$ cat src/rtl/ras_stack.sv
`default_nettype none
// ============================================================================
//  Module   : ras_stack
//  Brief    : Return address stack with a speculative copy driven by the
//             predictor and a committed copy driven by branch feedback.
//  Revision : 1.0 - initial release
// ============================================================================
module ras_stack #(
    parameter int DEPTH = 8
) (
    input  logic        clk,
    input  logic        rst_n,
    input  logic        pred_push_i,
    input  logic        pred_pop_i,
    input  logic [29:0] pred_push_addr_i,
    input  logic        upd_valid_i,
    input  logic        upd_taken_i,
    input  logic [1:0]  upd_br_type_i,
    input  logic [29:0] upd_pc_i,
    input  logic        upd_flush_i,
    output logic [29:0] top_o,
    output logic        top_valid_o
);

    localparam int PTR_W = $clog2(DEPTH);
    localparam int CNT_W = PTR_W + 1;

    localparam logic [CNT_W-1:0] C_FULL      = CNT_W'(DEPTH);
    localparam logic [1:0]       C_BR_CALL   = 2'd0;
    localparam logic [1:0]       C_BR_RETURN = 2'd1;

    logic [29:0]      c_mem_q [DEPTH];
    logic [29:0]      c_mem_d [DEPTH];
    logic [PTR_W-1:0] c_ptr_q, c_ptr_d;
    logic [CNT_W-1:0] c_cnt_q, c_cnt_d;

    logic [29:0]      s_mem_q [DEPTH];
    logic [29:0]      s_mem_d [DEPTH];
    logic [PTR_W-1:0] s_ptr_q, s_ptr_d;
    logic [CNT_W-1:0] s_cnt_q, s_cnt_d;

    logic [PTR_W-1:0] w_c_ptr_inc;
    logic [PTR_W-1:0] w_s_ptr_inc;

    assign w_c_ptr_inc = c_ptr_q + PTR_W'(1);
    assign w_s_ptr_inc = s_ptr_q + PTR_W'(1);

    // Committed stack: only taken, retiring calls and returns move it.
    always_comb begin
        c_mem_d = c_mem_q;
        c_ptr_d = c_ptr_q;
        c_cnt_d = c_cnt_q;
        if (upd_valid_i && upd_taken_i) begin
            case (upd_br_type_i)
                C_BR_CALL: begin
                    c_ptr_d              = w_c_ptr_inc;
                    c_mem_d[w_c_ptr_inc] = upd_pc_i + 30'd1;
                    if (c_cnt_q != C_FULL) begin
                        c_cnt_d = c_cnt_q + CNT_W'(1);
                    end
                end
                C_BR_RETURN: begin
                    if (c_cnt_q != '0) begin
                        c_ptr_d = c_ptr_q - PTR_W'(1);
                        c_cnt_d = c_cnt_q - CNT_W'(1);
                    end
                end
                default: begin
                end
            endcase
        end
    end

    // Speculative stack: a flush copies the post-commit committed state.
    always_comb begin
        s_mem_d = s_mem_q;
        s_ptr_d = s_ptr_q;
        s_cnt_d = s_cnt_q;
        if (upd_flush_i) begin
            s_mem_d = c_mem_d;
            s_ptr_d = c_ptr_d;
            s_cnt_d = c_cnt_d;
        end else if (pred_push_i && pred_pop_i) begin
            s_mem_d[s_ptr_q] = pred_push_addr_i;
            if (s_cnt_q == '0) begin
                s_cnt_d = CNT_W'(1);
            end
        end else if (pred_push_i) begin
            s_ptr_d              = w_s_ptr_inc;
            s_mem_d[w_s_ptr_inc] = pred_push_addr_i;
            if (s_cnt_q != C_FULL) begin
                s_cnt_d = s_cnt_q + CNT_W'(1);
            end
        end else if (pred_pop_i) begin
            if (s_cnt_q != '0) begin
                s_ptr_d = s_ptr_q - PTR_W'(1);
                s_cnt_d = s_cnt_q - CNT_W'(1);
            end
        end
    end

    always_ff @(posedge clk) begin
        if (!rst_n) begin
            for (int i = 0; i < DEPTH; i++) begin
                c_mem_q[i] <= '0;
                s_mem_q[i] <= '0;
            end
            c_ptr_q <= '0;
            c_cnt_q <= '0;
            s_ptr_q <= '0;
            s_cnt_q <= '0;
        end else begin
            c_mem_q <= c_mem_d;
            c_ptr_q <= c_ptr_d;
            c_cnt_q <= c_cnt_d;
            s_mem_q <= s_mem_d;
            s_ptr_q <= s_ptr_d;
            s_cnt_q <= s_cnt_d;
        end
    end

    assign top_o       = s_mem_q[s_ptr_q];
    assign top_valid_o = (s_cnt_q != '0);

endmodule
`default_nettype wire
$ cat config.mk
export PLATFORM = sky130hd
export DESIGN_NAME = ras_stack
export DESIGN_NICKNAME = d
export VERILOG_FILES = /design/src/rtl/ras_stack.sv
export SDC_FILE = /design/constraint.sdc
export NUM_CORES = 1
export LEC_CHECK = 0
export BUFFER_PORTS_ARGS = -buffer_cell sky130_fd_sc_hd__buf_4
export CORE_UTILIZATION = 50
export CTS_CLUSTER_DIAMETER = 80
export CTS_CLUSTER_SIZE = 30
export DETAILED_ROUTE_END_ITERATION = 16
export PLACE_DENSITY = 0.67
export SETUP_SLACK_MARGIN = 0.2
export SYNTH_ARGS = -nofsm -noshare
export SYNTH_HDL_FRONTEND = slang
export SYNTH_SLANG_ARGS = --single-unit
$ cat constraint.sdc
create_clock -name clk -period 6.45 [get_ports clk]
set_input_delay 0.645 -clock clk [delete_from_list [all_inputs] [get_ports clk]]
set_output_delay 0.645 -clock clk [all_outputs]
set_load 0.01 [all_outputs]
---- Word level (Yosys, flattened, before mapping) ----
Cells that the tools add are included.
storage, ports and cells
  register bits ........................... 494
  input bits .............................. 69
cells by class
  $add $sub $neg .......................... 9
  magnitude comparators ................... 6
  equal/unequal tests ..................... 6
  mux-type cells .......................... 36
  bitwise logic cells ..................... 3
  reduce and logical (&&, ||, !) cells .... 16
operators with widths
  operator                                                                  number
  240-bit two-way mux                                                       5
  240-bit bitwise mux                                                       3
  30-bit demux with 3-bit select                                            3
  30-bit two-way mux                                                        5
  30-bit binary-select mux with 3-bit select                                1
  4-bit two-way mux                                                         10
  30-bit by 1-bit adder with 30-bit output (second input constant)          1
  3-bit two-way mux                                                         7
  4-bit nonzero test                                                        4
  4-bit >= comparator (second input constant)                               3
  4-bit by 1-bit < comparator with 1-bit output (second input constant)     3
  3-bit NOT with 4-bit output                                               3
  3-bit nonzero test                                                        3
  4-bit by 1-bit adder with 4-bit output (second input constant)            2
  4-bit inequality test (second input constant)                             2
  4-bit one-hot mux with 2 select lines                                     1
  4-bit by 1-bit subtractor with 4-bit output (second input constant)       2
  3-bit by 1-bit adder with 3-bit output (second input constant)            2
  3-bit one-hot mux with 2 select lines                                     1
  3-bit by 1-bit subtractor with 3-bit output (second input constant)       2
  1-bit logical AND                                                         5
  4-bit logical NOT                                                         1
  4-bit by 1-bit inequality test with 1-bit output (second input constant)  1
  4-bit AND reduction                                                       1
  5 further kinds                                                           5

---- Logic depth before layout (Yosys ltp) ----
  depth in word-level cells ............... 10
  depth in mapped cells ................... 12

---- Worst setup path before layout ----
OpenSTA, ideal clock, no wires.
  path kind ............................... register -> register
  start point ............................. register s_ptr_q[0]
  end point ............................... register s_mem_q[197] (netlist name)
  setup time .............................. 91 ps
  arrival time ............................ 2689 ps
  path slack .............................. 3671 ps
  cell stages (with the launch flop) ...... 12
  cell sequence ........................... dfxtp_1 -> buf_4 -> inv_1 -> buf_1 -> ha_1 -> nor4b_2 -> a22o_1 -> buf_2 -> nand2b_1 -> buf_2 -> nor2_1 -> a311oi_1
between the ends
  word-level cells in the longest chain between the ends .. 10
  elaborated cells between the ends (all ways) .. 18
  classes of those cells .................. add/sub (1); order compare (4); mux (9); bitwise (2); reduce/logical (2)
RTL lines
  what                                                                                                        line  text
  start: declaration                                                                                          39    logic [PTR_W-1:0] s_ptr_q, s_ptr_d;
  start signal: assignment                                                                                    117   s_ptr_q <= s_ptr_d;
  3-bit by 1-bit adder with 3-bit output                                                                      46    assign w_s_ptr_inc = s_ptr_q + PTR_W'(1);
  3-bit NOT with 4-bit output (not written as such)                                                           90    s_mem_d[w_s_ptr_inc] = pred_push_addr_i;
  4-bit >= comparator (not written as such) or 4-bit by 1-bit < comparator with 1-bit output (tied branches)  90
  1-bit logical AND (not written as such)                                                                     90
  30-bit two-way mux (not written as such)                                                                    90
  30-bit demux with 3-bit select                                                                              90
  240-bit bitwise mux                                                                                         90
  240-bit two-way mux                                                                                         88    end else if (pred_push_i) begin
  240-bit two-way mux *                                                                                       83    end else if (pred_push_i && pred_pop_i) begin
  240-bit two-way mux *                                                                                       79    if (upd_flush_i) begin
  end signal: assignment                                                                                      116   s_mem_q <= s_mem_d;
  end: declaration                                                                                            37    logic [29:0] s_mem_q [DEPTH];
Mark *: on every way between the ends. The rest lies on a longest branch, timed or not. The select of a mux whose other input is x is not followed.
A chain may end at the register's enable or synchronous reset.

---- Worst setup path in the final report ----
  start point ............................. register s_ptr_q[0]
  end point ............................... register s_mem_q[238] (netlist name)
The elaborated chain is that of the path after synthesis.

==> flow_metrics.py <==
metrics = {
    "drt": {
        "wl_um": 83700,
        "drt_first_pass_iters": 8,
        "viasPerCell": 6.97,
        "avgRoutedWirePerCell_um": 26.8,
        "drt-initial-drc-count": 3190,
        "antenna_left": 0,
        "drc": 0,
        "vias": 21800,
    },
    "timing": {
        "fmaxAchievable_ghz": 0.235,
        "fin_crit_sh_pct": 65.8,
        "setup_tns_ns": 0,
        "finalCriticalPeriod_ns": 4.25,
        "setup_viol": 0,
        "grt_setup_unrepaired": "false",
        "maxSlewViolCount": 0,
        "hold_viol": 0,
        "finalClockSkew_ns": 0.0282,
        "relSlewSlack_pct": 14.8,
        "layout_setup_ws_ns": 2.20,
        "worst_pin_slew_ns": 1.26,
    },
    "worst_setup_path": {
        "cp-start-kind": "flop",
        "critical_path_required_ns": 6.97,
        "slowest_delay_ns": 0.82,
        "arrival_ns": 4.76,
        "cp_slowest_cell": "a21oi_1",
        "crit_top_cell": "buf_4",
        "crit_fanout": 27,
        "end_kind": "flop",
        "startpoint": "s_ptr_q[0]",
        "r2r_start": "s_ptr_q[0]",
        "critPathKind": "reg2reg",
        "path_cells": "buf_4, inv_1, ha_1, a21oi_1, a32oi_1, o21ai_2, buf_4, nor2_1, a2111oi_2",
    },
    "floorplan": {
        "initial_core_util_pct": 51.0,
        "die_area_mm2": 0.0463,
        "die_w_um": 215,
        "ioPinCount": 100,
        "num_rows": 77,
        "die_h_um": 215,
        "fp.coreArea_mm2": 0.0445,
    },
    "synth": {
        "ys_seq_area_share_pct": 43.6,
        "synth_flop_cell": "dfxtp_1",
        "syn_inst": 2601,
        "syn_nets": 2680,
        "synth_area_leaders": "dfxtp_1 (44%), nor2_1 (5.7%), a22oi_1 (4.7%)",
        "ys_ff_latch": 494,
        "syn_area_mm2": 0.0227,
        "synth_warnings": 0,
        "syn_area_per_cell_um2": 8.73,
        "yosysUniqueCellTypes": 87,
        "async_reset_ff_share_pct": 0,
        "synth_edf_count": 0,
        "synth_top_area_share_pct": 43.6,
        "yosysTopAreaCell": "dfxtp_1",
    },
    "clocking": {
        "cts_tree": "built",
        "ctsResizeCount": 0,
        "cts.sinks": 494,
        "worst_skew_pair.late_latency_ns": 0.63,
        "clk_path_buf_depth": 3,
        "ctsHoldBuffers": 0,
        "cts_setup_buffers": 0,
        "cts_htree_levels": 1,
        "clk_pin_slew_ns": 0.10,
        "numCtsBuffers": 28,
        "clockRootBuffer": "clkbuf_16",
    },
    "final_layout": {
        "layout_common_cells": "dfxtp_1 (494), nor2_1 (346), o21ai_0 (192)",
        "nets": 2594,
        "antenna_cells": 0,
        "area_growth_pct": 8.08,
        "num-fill-cells": 4159,
        "layout-drive-gt1-share_pct": 11.4,
        "mostFrequentLayoutCell": "dfxtp_1",
    },
    "power": {
        "power.density_mw_per_mm2": 253,
        "vdd_drop_max_mv": 0.222,
        "leakage_nw": 8.34,
    },
    "placement": {
        "hpwl_um": 51800,
        "gp_congestion": 0.910,
        "preCtsSetupSlack_ns": 2.33,
        "portBuffers": 99,
    },
    "grt": {
        "grt_pass1_vias": 20500,
        "grt_pass1_wl_um": 126000,
        "grt_usage_pct": 34.8,
        "grt_start_max_net_pins": 137,
        "antenna_found_initial": 0,
        "overflow": 0,
    },
    "job": {
        "maxCapViolCount": 0,
    },
    "worst_hold_path": {
        "hold_class": "in2reg",
        "min_from": "upd_br_type_i[0]",
    },
    "outcome": {
        "status": "completed",
    },
}
cells in the mapped netlist, types with 58 or more instances:
| cell type | instances |
|---|---|
| o21ai_0 | 192 |
| a31oi_1 | 64 |
| a21oi_1 | 184 |
| a211oi_1 | 100 |
| clkbuf_1 | 169 |
| buf_2 | 75 |
| a22oi_1 | 142 |
| dfxtp_1 | 494 |
| o221ai_1 | 58 |
| nand2_1 | 58 |
| nor3_1 | 88 |
| nor2_1 | 346 |
| o32ai_1 | 59 |
| mux2i_1 | 86 |
state kept, by name (all words and copies together) (netlist names):
signal / count
c_cnt_q: 4
s_mem_q: 240
s_cnt_q: 4
c_ptr_q: 3
s_ptr_q: 3
c_mem_q: 240
worst max-delay path: cells and delay by family (launching register included):
| kind | cells | cell delay, ns |
|---|---|---|
| flip-flops | 1 | 0.32 |
| AO/OA/AOI/OAI | 4 | 2.30 |
| adder cells (fa/ha/maj) | 1 | 0.48 |
| buffers and inverters | 3 | 0.96 |
| AND/OR/NAND/NOR | 1 | 0.08 |
path summary, 6_finish.rpt:
check | endpoint | slack (ns) | cells past startpoint
max | s_mem_q[238] | 2.20 | 9
min | c_cnt_q[1] | 0.36 | 2
min reg2reg | c_mem_q[127] | 0.47 | 2
max reg2reg | s_mem_q[238] | 2.20 | 9
layout make-up:
class / instances / area [um^2] / area share (%)
multi-input cells: 1809 / 11600 / 47.3
flip-flops and latches: 494 / 9890 / 40.3
repair buffers: 160 / 1220 / 4.98
well taps: 592 / 741 / 3.02
clock buffers: 28 / 701 / 2.86
clock inverters: 23 / 300 / 1.22
inverters: 22 / 87.6 / 0.357
per-layer routing:
metal,GRT usage (%),part of all wire [%]
met3,7.70,11
met5,0,0
met2,53.3,43
met1,46.5,40
met4,16.9,5.4
per-stage QoR:
step           hold WS [ns]  cells  cell area, um^2  util, %  power, mW
6_report              0.356   3128            24500     55.1       6.21
3_3_place_gp          0.450   3077            23500     52.9       4.09
5_1_grt               0.388   3128            24500     55.1       6.37
2_1_floorplan         0.444   2601            22700        -       3.77
4_1_cts               0.341   3128            24500     55.1       6.18
3_5_place_dp          0.461   3077            23500     52.9       4.11
power by group:
group	internal (mW)	switching, mW	total (mW)
combinational	0.264	0.613	0.877
clock	0.889	1.24	2.13
sequential	3.14	0.0621	3.20
cell families (layout without fill, tap and decap cells):
logic type               count (synthesis)  after routing  synth area share [%]
AO/OA/AOI/OAI                          986            986                  29.6
AND/OR/NAND/NOR                        679            679                  14.7
flip-flops                             494            494                  43.6
buffers and inverters                  298            233                  5.56
multiplexers                           103            103                  4.63
XOR/XNOR                                31             31                  1.33
adder cells (fa/ha/maj)                 10             10                 0.584
Note: power is estimated with default switching activity, not from simulation.
